`src/rtl/axis_pkt_mux2_pkg.sv`:
```
// Shared types and defaults for the 2:1 AXI-Stream packet multiplexer.
package axis_pkt_mux2_pkg;

  localparam int unsigned DEF_DATA_WIDTH = 32;
  localparam int unsigned DEF_CNT_WIDTH  = 16;

  // Arbiter state: idle (arbitration bubble) or passing one source's packet.
  typedef enum logic [1:0] {
    IDLE  = 2'd0,
    PASS0 = 2'd1,
    PASS1 = 2'd2
  } state_t;

endpackage

```
`src/rtl/axis_out_reg.sv`:
```
// Output register slice: holds one beat (data, last, id) and its valid flag.
module axis_out_reg
  import axis_pkt_mux2_pkg::*;
#(
  parameter int unsigned DataWidth = DEF_DATA_WIDTH
) (
  input  logic                 counter_clk,
  input  logic                 reset,
  input  logic                 load,
  input  logic [DataWidth-1:0] in_data,
  input  logic                 in_last,
  input  logic                 in_id,
  input  logic                 m_tready,
  output logic [DataWidth-1:0] m_tdata,
  output logic                 m_tvalid,
  output logic                 m_tlast,
  output logic                 m_tid,
  output logic                 load_en_c
);

  // Slot can take a new beat when empty or when its current beat drains this cycle.
  assign load_en_c = !m_tvalid || m_tready;

  // Load a new beat, or drop valid once the held beat is taken; payload holds otherwise.
  always_ff @(posedge counter_clk or posedge reset) begin
    if (reset) begin
      m_tdata  <= '0;
      m_tvalid <= 1'b0;
      m_tlast  <= 1'b0;
      m_tid    <= 1'b0;
    end else if (load) begin
      m_tdata  <= in_data;
      m_tvalid <= 1'b1;
      m_tlast  <= in_last;
      m_tid    <= in_id;
    end else if (m_tready) begin
      m_tvalid <= 1'b0;
    end
  end

endmodule

```
`src/rtl/axis_pkt_mux2.sv`:
```
// 2:1 AXI-Stream packet mux: round-robin at packet boundaries, registered output,
// per-source completed-packet counters.
module axis_pkt_mux2
  import axis_pkt_mux2_pkg::*;
#(
  parameter int unsigned DataWidth = DEF_DATA_WIDTH,
  parameter int unsigned CntWidth  = DEF_CNT_WIDTH
) (
  input  logic                 counter_clk,
  input  logic                 reset,
  input  logic [DataWidth-1:0] s0_tdata,
  input  logic                 s0_tvalid,
  input  logic                 s0_tlast,
  output logic                 s0_tready,
  input  logic [DataWidth-1:0] s1_tdata,
  input  logic                 s1_tvalid,
  input  logic                 s1_tlast,
  output logic                 s1_tready,
  output logic [DataWidth-1:0] m_tdata,
  output logic                 m_tvalid,
  output logic                 m_tlast,
  output logic                 m_tid,
  input  logic                 m_tready,
  output logic [CntWidth-1:0]  pkt_cnt0,
  output logic [CntWidth-1:0]  pkt_cnt1
);

  state_t               state_q;
  state_t               state_d;
  logic                 last_grant_q;
  logic                 load_en;
  logic                 beat;
  logic                 beat_id;
  logic                 beat_last;
  logic [DataWidth-1:0] beat_data;

  // Arbitration and beat acceptance; tready depends only on grant and output space.
  always_comb begin
    state_d   = state_q;
    s0_tready = 1'b0;
    s1_tready = 1'b0;
    beat      = 1'b0;
    beat_id   = 1'b0;
    beat_data = s0_tdata;
    beat_last = s0_tlast;
    case (state_q)
      IDLE: begin
        if (s0_tvalid && s1_tvalid) begin
          state_d = last_grant_q ? PASS0 : PASS1;
        end else if (s0_tvalid) begin
          state_d = PASS0;
        end else if (s1_tvalid) begin
          state_d = PASS1;
        end
      end
      PASS0: begin
        s0_tready = load_en;
        if (s0_tvalid && load_en) begin
          beat = 1'b1;
          if (s0_tlast) state_d = IDLE;
        end
      end
      PASS1: begin
        s1_tready = load_en;
        beat_id   = 1'b1;
        beat_data = s1_tdata;
        beat_last = s1_tlast;
        if (s1_tvalid && load_en) begin
          beat = 1'b1;
          if (s1_tlast) state_d = IDLE;
        end
      end
      default: state_d = IDLE;
    endcase
  end

  // State, round-robin pointer and packet counters advance on the tlast acceptance edge.
  always_ff @(posedge counter_clk or posedge reset) begin
    if (reset) begin
      state_q      <= IDLE;
      last_grant_q <= 1'b1;
      pkt_cnt0     <= '0;
      pkt_cnt1     <= '0;
    end else begin
      state_q <= state_d;
      if (beat && beat_last) begin
        last_grant_q <= beat_id;
        if (beat_id) pkt_cnt1 <= pkt_cnt1 + CntWidth'(1);
        else         pkt_cnt0 <= pkt_cnt0 + CntWidth'(1);
      end
    end
  end

  axis_out_reg #(
    .DataWidth (DataWidth)
  ) u_out_reg (
    .counter_clk (counter_clk),
    .reset       (reset),
    .load        (beat),
    .in_data     (beat_data),
    .in_last     (beat_last),
    .in_id       (beat_id),
    .m_tready    (m_tready),
    .m_tdata     (m_tdata),
    .m_tvalid    (m_tvalid),
    .m_tlast     (m_tlast),
    .m_tid       (m_tid),
    .load_en_c   (load_en)
  );

endmodule

```
`config.mk`:
```
export PLATFORM = sky130hd
export DESIGN_NAME = axis_pkt_mux2
export DESIGN_NICKNAME = d
export VERILOG_FILES = /design/src/rtl/axis_pkt_mux2_pkg.sv /design/src/rtl/axis_out_reg.sv /design/src/rtl/axis_pkt_mux2.sv
export SDC_FILE = /design/constraint.sdc
export NUM_CORES = 1
export LEC_CHECK = 0
export ABC_AREA = 1
export CAP_MARGIN = 10
export CORE_MARGIN = 2
export CORE_UTILIZATION = 45
export DETAILED_ROUTE_END_ITERATION = 12
export PLACE_DENSITY = 0.77
export SETUP_SLACK_MARGIN = 0.1
export SLEW_MARGIN = 25
export SYNTH_ARGS = -nofsm -noshare
export SYNTH_HDL_FRONTEND = slang
export SYNTH_SLANG_ARGS = --single-unit
```
`constraint.sdc`:
```
create_clock -name counter_clk -period 2.45 [get_ports counter_clk]
set_input_delay 0.245 -clock counter_clk [delete_from_list [all_inputs] [get_ports counter_clk]]
set_output_delay 0.245 -clock counter_clk [all_outputs]
set_load 0.02 [all_outputs]
```
**After elaboration in Yosys (flattened, before gate mapping)**

Index checks and enable logic that the tools add are counted.

- Add/subtract/negate cells: 2
- Equality and inequality tests: 7
- Multiplexer cells: 19
- Bitwise operators: 1
- Reductions and logical operators: 11

Operator list:

| operator | count |
|---|---|
| 16-bit by 1-bit adder with 16-bit output, second input constant | 2 |
| 32-bit 2-to-1 mux | 1 |
| 2-bit 2-to-1 mux | 8 |
| 1-bit 2-to-1 mux | 8 |
| 2-bit inequality test, second input constant | 4 |
| 2-bit case mux with 3 select lines | 1 |
| 5-bit AND reduction | 1 |
| 1-bit logical AND | 4 |
| 4-bit inequality test, second input constant | 1 |
| 2-bit AND reduction | 2 |
| 2-bit by 1-bit == test with 1-bit output, second input constant | 1 |
| 2-bit == test, second input constant | 1 |
| 2-bit logical NOT | 1 |
| 1-bit case mux with 2 select lines | 1 |
| 2-bit nonzero test | 1 |
| 1-bit logical NOT | 1 |
| 1-bit logical OR | 1 |
| 1-bit NOT | 1 |

- Register bits: 70
- Input bits: 71

**Longest topological paths before layout**

Gate-level depths: netlist (run 1).

- Word-level depth: 7
- Gate-level depth with buffers: 10
- Gate-level depth less buffers: 10

**Cells and area by module**

From an unflattened synthesis (run 1), not the netlist that was laid out.

- Cells, all modules: 550
- Area, all modules: 3,938.8 sq um

By module, submodules not included:

| module | instances | cells an instance | area an instance (sq um) | sequential area each (sq um) |
|---|---|---|---|---|
| axis_pkt_mux2 | 1 | 401 | 2,560.0 | 877.1 |
| axis_out_reg | 1 | 149 | 1,378.8 | 875.8 |

**Worst setup path before layout (run 1)**

OpenSTA, ideal clock, no wires.

- Path type: flip-flop to flip-flop
- From: register state_q[1]
- To: register pkt_cnt0[15]
- Setup time: 65 ps
- Arrival time: 1,588 ps
- Required time: 2,385 ps
- Slack: 797 ps
- Stages on the path, launching flop included: 10
- Buffers on the path: 1
- Clock period less this slack: 1,653 ps
- Path through: dfrtp_1 inv_1 ha_1 inv_1 nor2_1 nand4_1 nor2_1 buf_2 nand2_1 nand2_1

- Longest elaborated chain between the ends: 4

Ends and longest elaborated chain:

| item | line | RTL |
|---|---|---|
| start: declaration | axis_pkt_mux2.sv:28 | `state_t state_q;` |
| start signal: assignment | axis_pkt_mux2.sv:85 | `state_q <= state_d;` |
| 2-bit == test or 2-bit by 1-bit == test with 1-bit output (tied branches) | axis_pkt_mux2.sv:46 | `case (state_q)` |
| 1-bit case mux with 2 select lines or 1-bit 2-to-1 mux (tied branches) | axis_pkt_mux2.sv:46 |  |
| 1-bit logical AND or 1-bit NOT (tied branches) | -- |  |
| 2-bit AND reduction (no line) (*) | -- |  |
| end signal: assignment | axis_pkt_mux2.sv:89 | `else pkt_cnt0 <= pkt_cnt0 + CntWidth'(1);` |
| end: declaration | axis_pkt_mux2.sv:24 | `output logic [CntWidth-1:0] pkt_cnt0,` |

Mark *: on every way between the ends. The rest lies on a longest branch, timed or not.
A chain may end at the register's enable or synchronous reset.

**Worst setup path after layout (run 1)**

- From: register state_q[0]
- To: output s1_tready

- Longest elaborated chain between the ends: 2

Ends and longest elaborated chain:

| item | line | RTL |
|---|---|---|
| 2-bit == test | axis_pkt_mux2.sv:46 |  |
| 1-bit 2-to-1 mux | axis_pkt_mux2.sv:46 |  |
| end: declaration | axis_pkt_mux2.sv:18 | `output logic s1_tready,` |

No other way between the ends.

==> results of run 1 <==
-- state kept, by name (all words and copies together), names as in the netlist --
register	count
u_out_reg.m_tlast	1
u_out_reg.m_tdata	32
pkt_cnt0	16
u_out_reg.m_tid	1
u_out_reg.m_tvalid	1
state_q	2
last_grant_q	1
pkt_cnt1	16
-- through the flow --
stage,setup WS (ns),instance area [um2],instances,util (%)
after floorplan,0.438,3930,577,-
after global placement,0.538,5420,813,63.0
after detailed placement,0.459,5420,813,63.0
after CTS,0.146,5610,828,65.2
after global routing,0.143,5610,828,65.3
final,0.256,5610,828,65.3
-- report_power, final --
group,switching (mW),internal [mW],total (mW)
clock,0.421,0.490,0.911
combinational,1.29,0.928,2.21
sequential,0.209,1.46,1.67
-- worst max path at each step --
stage,slack (ns),cells past startpoint,end,start
3_5_place_dp,0.46,7,pkt_cnt1[2]$_DFFE_PP0P_,state_q[0]$_DFFE_PP0P_
5_1_grt,0.14,5,s1_tready,state_q[0]$_DFFE_PP0P_
2_1_floorplan,0.44,1,pkt_cnt0[0]$_DFFE_PP0P_,reset
6_report,0.26,5,s1_tready,state_q[0]$_DFFE_PP0P_
3_3_place_gp,0.54,9,u_out_reg.m_tdata[30]$_DFFE_PP0P_,m_tready
4_1_cts,0.15,5,s1_tready,state_q[0]$_DFFE_PP0P_
-- final cells by class --
type	instances	area, um2	area share (%)
Multi-Input combinational cell	456	1950	34.8
Sequential cell	70	1750	31.3
Timing Repair Buffer	146	1460	26.0
Clock buffer	11	141	2.52
Tap cell	108	135	2.41
Inverter	33	124	2.21
Clock inverter	4	47.5	0.848
-- logic make-up after synthesis --
kind of cell,count (synthesis),synth area share (%)
xor gates and xnor gates,16,3.57
and+or+nand+nor,422,42.8
buffers and inverters,51,5.77
DFF,70,44.6
adders and majority gates,5,1.59
AOI/OAI and AO/OA,13,1.66
-- critical path: stages, from the launching register on --
cell and delay, ns:
dfrtp_1 0.39, inv_1 0.09, ha_2 0.31, inv_2 0.08, nor2_1 0.11, clkdlybuf4s50_1 0.64
-- synthesized netlist by cell type, drive strengths merged --
library cell / count / area share [%]
xnor2: 11 / 2.5
ha: 5 / 1.6
xor2: 5 / 1.1
nand2: 352 / 34
a21oi: 2 / 0.25
nor3: 1 / 0.41
clkbuf: 3 / 0.29
o21ai: 11 / 1.4
nand4: 11 / 1.9
buf: 15 / 2.3
inv: 33 / 3.2
dfrtp: 69 / 44
nand3: 19 / 2.5
dfstp: 1 / 0.67
nor2: 38 / 3.8
nand3b: 1 / 0.19
-- routing by layer --
layer,vias to the layer above,wire (um)
met5,-,0
met4,0,128
met3,11,828
met2,131,5040
met1,1778,4280
li1,2031,-
==> summary.md, run 1 <==
| Metric | Value |
|---|---|
| FF-to-FF path depth | 7 |
| Via/cell ratio | 4.77 |
| Reg2reg start | state_q[0]$_DFFE_PP0P_ |
| Die area | 0.00949 mm2 |
| Cts bufs inserted | 9 |
| Layout Skew | 0.0136 ns |
| Die Span Y | 97.4 um |
| CTS tree | yes |
| Critical Path Fanout Max | 9 |
| Met3 Use GR | 7.34% |
| Final setup fails | 0 |
| Fin crit period | 2.19 ns |
| Initial DRC Count | 119 |
| # rows | 34 |
| Dpl hpwl | 7.60 mm |
| Max cap viols | 0 |
| Post_cts resized | 0 |
| Layout overhead on the synthesized area | 42.8% |
| Met2 usage | 38.5% |
| Count of different cell masters after synthesis | 24 |
| I/O pins | 140 |
| Synthesized instance count | 577 |
| Final wirelength | 10.3 mm |
| Horiz. Die Dim | 97.4 um |
| Layout cells sized above 1 | 4.86% |
| Largest net degree at the start of global routing | 36 |
| Routability cong. | 0.905 |
| Post-synthesis register bit count | 70 |
| Total grt overflow | 0 |
| Initial antenna violation count | 0 |
| Hold Buf Count CTS | 0 |
| First-pass GRT wire length | 17.3 mm |
| Mapped Nets | 653 |
| Period utilization | 89.5% |
| Avg WL per Cell | 12.4 um |
| # diodes | 0 |
| CTS root buf | clkbuf_8 |
| Longest Clk Path Bufs | 2 |
| H-tree Lvls | 3 |
| PwrDens | 855 mW/mm2 |
| Synthesized area per cell | 6.81 um2 |
| Total power | 4.80 mW |
| Commonest cells after routing, fill and taps aside | nand2_1 (348), clkdlybuf4s50_1 (139), dfrtp_1 (69) |
| Post-route DRC | 0 |
| Core area | 0.00859 mm2 |
| Layout Nets | 792 |
| Critical path required time | 2.20 ns |
| Setup bufs post-CTS | 0 |
| Worst hold margin | 0.307 ns |
| Final Hold Fails | 0 |
| Critical path class | reg2out |
| Arr. time, crit path | 1.95 ns |
| Rel. slew slack | 60.4% |
| Slew @ Worst Pin | 0.594 ns |
| Status | completed |
| Post-detailed-route count of antenna-violating nets | 0 |
| Sink Count | 70 |
| Fin Setup TNS | 0 ns |
| Reg-to-reg slack, setup | 0.58 ns |
| Busiest grt layer | met2 |
| Skew-Pair Late Insertion Delay | 0.34 ns |
| Pleak | 2.77 nW |
| Pins Over Slew Limit | 0 |
| Met1 Use GR | 25.6% |
| Commonest non-fill, non-tap cell in the layout | nand2_1 |
| Ys Warns | 0 |
| Post-Syn Area | 0.00393 mm2 |
| RR Endpoint | pkt_cnt1[2]$_DFFE_PP0P_ |
| Crit path launch type | flip-flop |
| Number of global-route vias before repair | 3928 |
| Vias | 3951 |
| Total track usage | 22.3% |
| Crit. End Element | output port |
| Drt first pass iters | 5 |
| Peak VDD IR | 0.417 mV |
| Hold Path Class | in2async |
| Fmax | 456 MHz |
| RSZ-0062 raised after global routing | no |
| Starting Density | 45.7% |
| Share of the yosys chip area belonging to registers | 44.6% |
| Clock-pin slew on the worst setup and hold paths | 0.07 ns |
| PortBufs | 139 |
| Fill cells | 755 |
Note: power is estimated with default switching activity, not from simulation.
==> run 2, diff against run 1 <==
--- a/config.mk
+++ b/config.mk
@@ -7,10 +7,9 @@
 export LEC_CHECK = 0
 export ABC_AREA = 1
 export CAP_MARGIN = 10
-export CORE_MARGIN = 2
-export CORE_UTILIZATION = 45
+export CORE_UTILIZATION = 49
 export DETAILED_ROUTE_END_ITERATION = 12
-export PLACE_DENSITY = 0.77
+export PLACE_DENSITY = 0.83
 export SETUP_SLACK_MARGIN = 0.1
 export SLEW_MARGIN = 25
 export SYNTH_ARGS = -nofsm -noshare
==> constraint.sdc (replaced) <==
create_clock -name counter_clk -period 2.55 [get_ports counter_clk]
set_input_delay 0.255 -clock counter_clk [delete_from_list [all_inputs] [get_ports counter_clk]]
set_output_delay 0.255 -clock counter_clk [all_outputs]
set_load 0.02 [all_outputs]
==> summary.md, run 2 (synthesis gave the netlist of run 1 again) <==
| Metric | Value |
|---|---|
| Status | completed |
| Total track usage | 25.1% (+2.8 points) |
| # diodes | 0 (unchanged) |
| Post-route DRC | 0 (unchanged) |
| Drt first pass iters | 4 (-1) |
| Commonest non-fill, non-tap cell in the layout | nand2_1 |
| CTS tree | yes |
| Arr. time, crit path | 1.96 ns (about the same) |
| Skew-Pair Late Insertion Delay | 0.34 ns (about the same) |
| Via/cell ratio | 4.86 (+1.9%) |
| # rows | 32 (-5.9%) |
| Pins Over Slew Limit | 0 (unchanged) |
| Post-detailed-route count of antenna-violating nets | 0 (unchanged) |
| PwrDens | 832 mW/mm2 (-2.7%) |
| Fin Setup TNS | 0 ns (unchanged) |
| Hold Path Class | in2async |
| CTS root buf | clkbuf_8 |
| Peak VDD IR | 0.523 mV (+25%) |
| Longest Clk Path Bufs | 2 (unchanged) |
| Rel. slew slack | 52.7% (-7.7 points) |
| Period utilization | 86.7% |
| Sink Count | 70 (unchanged) |
| Hold Buf Count CTS | 0 (unchanged) |
| Layout Skew | 0.00763 ns (-0.00601 ns) |
| Max reg flops | 32 (unchanged) |
| Slowest CP cell | clkdlybuf4s50_1 |
| Clock-pin slew on the worst setup and hold paths | 0.07 ns (about the same) |
| First-pass GRT wire length | 16.5 mm (-4.6%) |
| Biggest regs | u_out_reg.m_tdata: 32 flops, pkt_cnt0: 16 flops, pkt_cnt1: 16 flops |
| Crit path launch type | flip-flop |
| Setup bufs post-CTS | 0 (unchanged) |
| Dpl hpwl | 7.24 mm (-4.7%) |
| Total grt overflow | 0 (unchanged) |
| Avg WL per Cell | 12.0 um (-3.6%) |
| Die area | 0.00838 mm2 (-12%) |
| Critical path required time | 2.30 ns (+0.10 ns) |
| H-tree Lvls | 3 (unchanged) |
| Vias | 3997 (+1.2%) |
| Layout overhead on the synthesized area | 43.1% |
| Fin crit period | 2.21 ns |
| Initial antenna violation count | 0 (unchanged) |
| RSZ-0062 raised after global routing | no |
| Largest net degree at the start of global routing | 35 (-2.8%) |
| PortBufs | 139 (unchanged) |
| Number of global-route vias before repair | 3816 (-2.9%) |
| Fmax | 452 MHz |
| Worst path max stage delay | 0.61 ns (-0.03 ns) |
| Starting Density | 50.8% (+5.1 points) |
| Horiz. Die Dim | 91.5 um (-6.0%) |
| Final Hold Fails | 0 (unchanged) |
| Critical Path Fanout Max | 15 (+6) |
| Initial DRC Count | 136 (+14%) |
| Commonest cells after routing, fill and taps aside | nand2_1 (348), clkdlybuf4s50_1 (139), dfrtp_1 (69) |
| Crit. End Element | output port |
| Final wirelength | 9.83 mm (-4.3%) |
| Layout Nets | 791 (-0.13%) |
| Util after Layout | 72.7% (+7.5 points) |
| Critical path class | reg2out |
| FF-to-FF path depth | 6 (-1) |
| Largest Register | u_out_reg.m_tdata |
| Final setup fails | 0 (unchanged) |
| CP cell instances | inv_1 > ha_2 > inv_2 > nor2_1 > clkdlybuf4s50_1 |
| Die Span Y | 91.5 um (-6.0%) |
| Cts bufs inserted | 9 (unchanged) |
| Max cap viols | 0 (unchanged) |
| Pleak | 2.78 nW (+0.36%) |
| I/O pins | 140 (unchanged) |
| Routability cong. | 0.843 (-6.8%) |
| Core area | 0.00773 mm2 (-10%) |
| Fill cells | 600 (-21%) |
| Slew @ Worst Pin | 0.709 ns (+0.115 ns) |
| Layout cells sized above 1 | 4.72% (-0.14 points) |
-- run 2: final timing paths --
kind                                                    from                                 to  slack (ns)
setup / recovery                      state_q[0]$_DFFE_PP0P_                          s1_tready        0.34
hold / removal                                         reset           pkt_cnt1[11]$_DFFE_PP0P_        0.35
setup reg to reg                      state_q[0]$_DFFE_PP0P_            pkt_cnt1[0]$_DFFE_PP0P_        0.57
hold reg to reg            u_out_reg.m_tdata[24]$_DFFE_PP0P_  u_out_reg.m_tdata[24]$_DFFE_PP0P_        0.48
max in group asynchronous                              reset           last_grant_q$_DFFE_PP1P_        1.53
min in group counter_clk   u_out_reg.m_tdata[24]$_DFFE_PP0P_  u_out_reg.m_tdata[24]$_DFFE_PP0P_        0.48
-- run 2: repair_timing --
item / in CTS / in global routing
endpoints found under the hold margin: 0 / 0
endpoints found under the setup margin: 0 / 1
gates resized for setup: 0 / 1
-- run 2: cell type report --
class / count / area (um2) / area share (%)
Multi-Input combinational cell: 456 / 1950 / 34.7
Sequential cell: 70 / 1750 / 31.2
Timing Repair Buffer: 145 / 1450 / 25.8
Clock buffer: 12 / 145 / 2.58
Tap cell: 102 / 128 / 2.27
Inverter: 33 / 124 / 2.20
Clock inverter: 4 / 70.1 / 1.25
-- run 2: metrics by stage --
step | worst slack [ns] | hold WS [ns] | instances | total power, mW | cell area [um2]
2_1_floorplan | 0.528 | 0.438 | 577 | 2.82 | 3930
3_3_place_gp | 0.527 | 0.463 | 806 | 3.67 | 5400
3_5_place_dp | 0.438 | 0.464 | 806 | 3.71 | 5400
4_1_cts | 0.178 | 0.375 | 822 | 4.70 | 5620
5_1_grt | 0.261 | 0.437 | 822 | 4.99 | 5620
6_report | 0.338 | 0.351 | 822 | 4.67 | 5620
-- run 2: power breakdown --
group	switching, mW	internal [mW]	total (mW)
Combinational	1.22	0.883	2.10
Sequential	0.194	1.41	1.60
Clock	0.397	0.575	0.972
-- run 2: worst max-delay path: cells and delay by family, from the launching register on --
kind | cells | cell delay [ns]
fa+ha+maj | 1 | 0.36
buf+inv | 3 | 0.76
flops | 1 | 0.39
simple gates | 1 | 0.10
-- run 2: per-layer routing --
layer | vias up | global-route usage, % | share of wire (%)
met3 | 21 | 7.37 | 8.1
met2 | 154 | 42.9 | 48
li1 | 2026 | - | -
met4 | 0 | 12.4 | 2.4
met1 | 1796 | 28.5 | 42
met5 | - | 0 | 0
==> run 3, diff against run 2 <==
--- a/config.mk
+++ b/config.mk
@@ -9,6 +9,7 @@
 export CAP_MARGIN = 10
 export CORE_UTILIZATION = 49
 export DETAILED_ROUTE_END_ITERATION = 12
+export GPL_ROUTABILITY_DRIVEN = 0
 export PLACE_DENSITY = 0.83
 export SETUP_SLACK_MARGIN = 0.1
 export SLEW_MARGIN = 25
==> results of run 3 <==
Same layout as run 2: the final DEF is identical, and so are final timing and power.
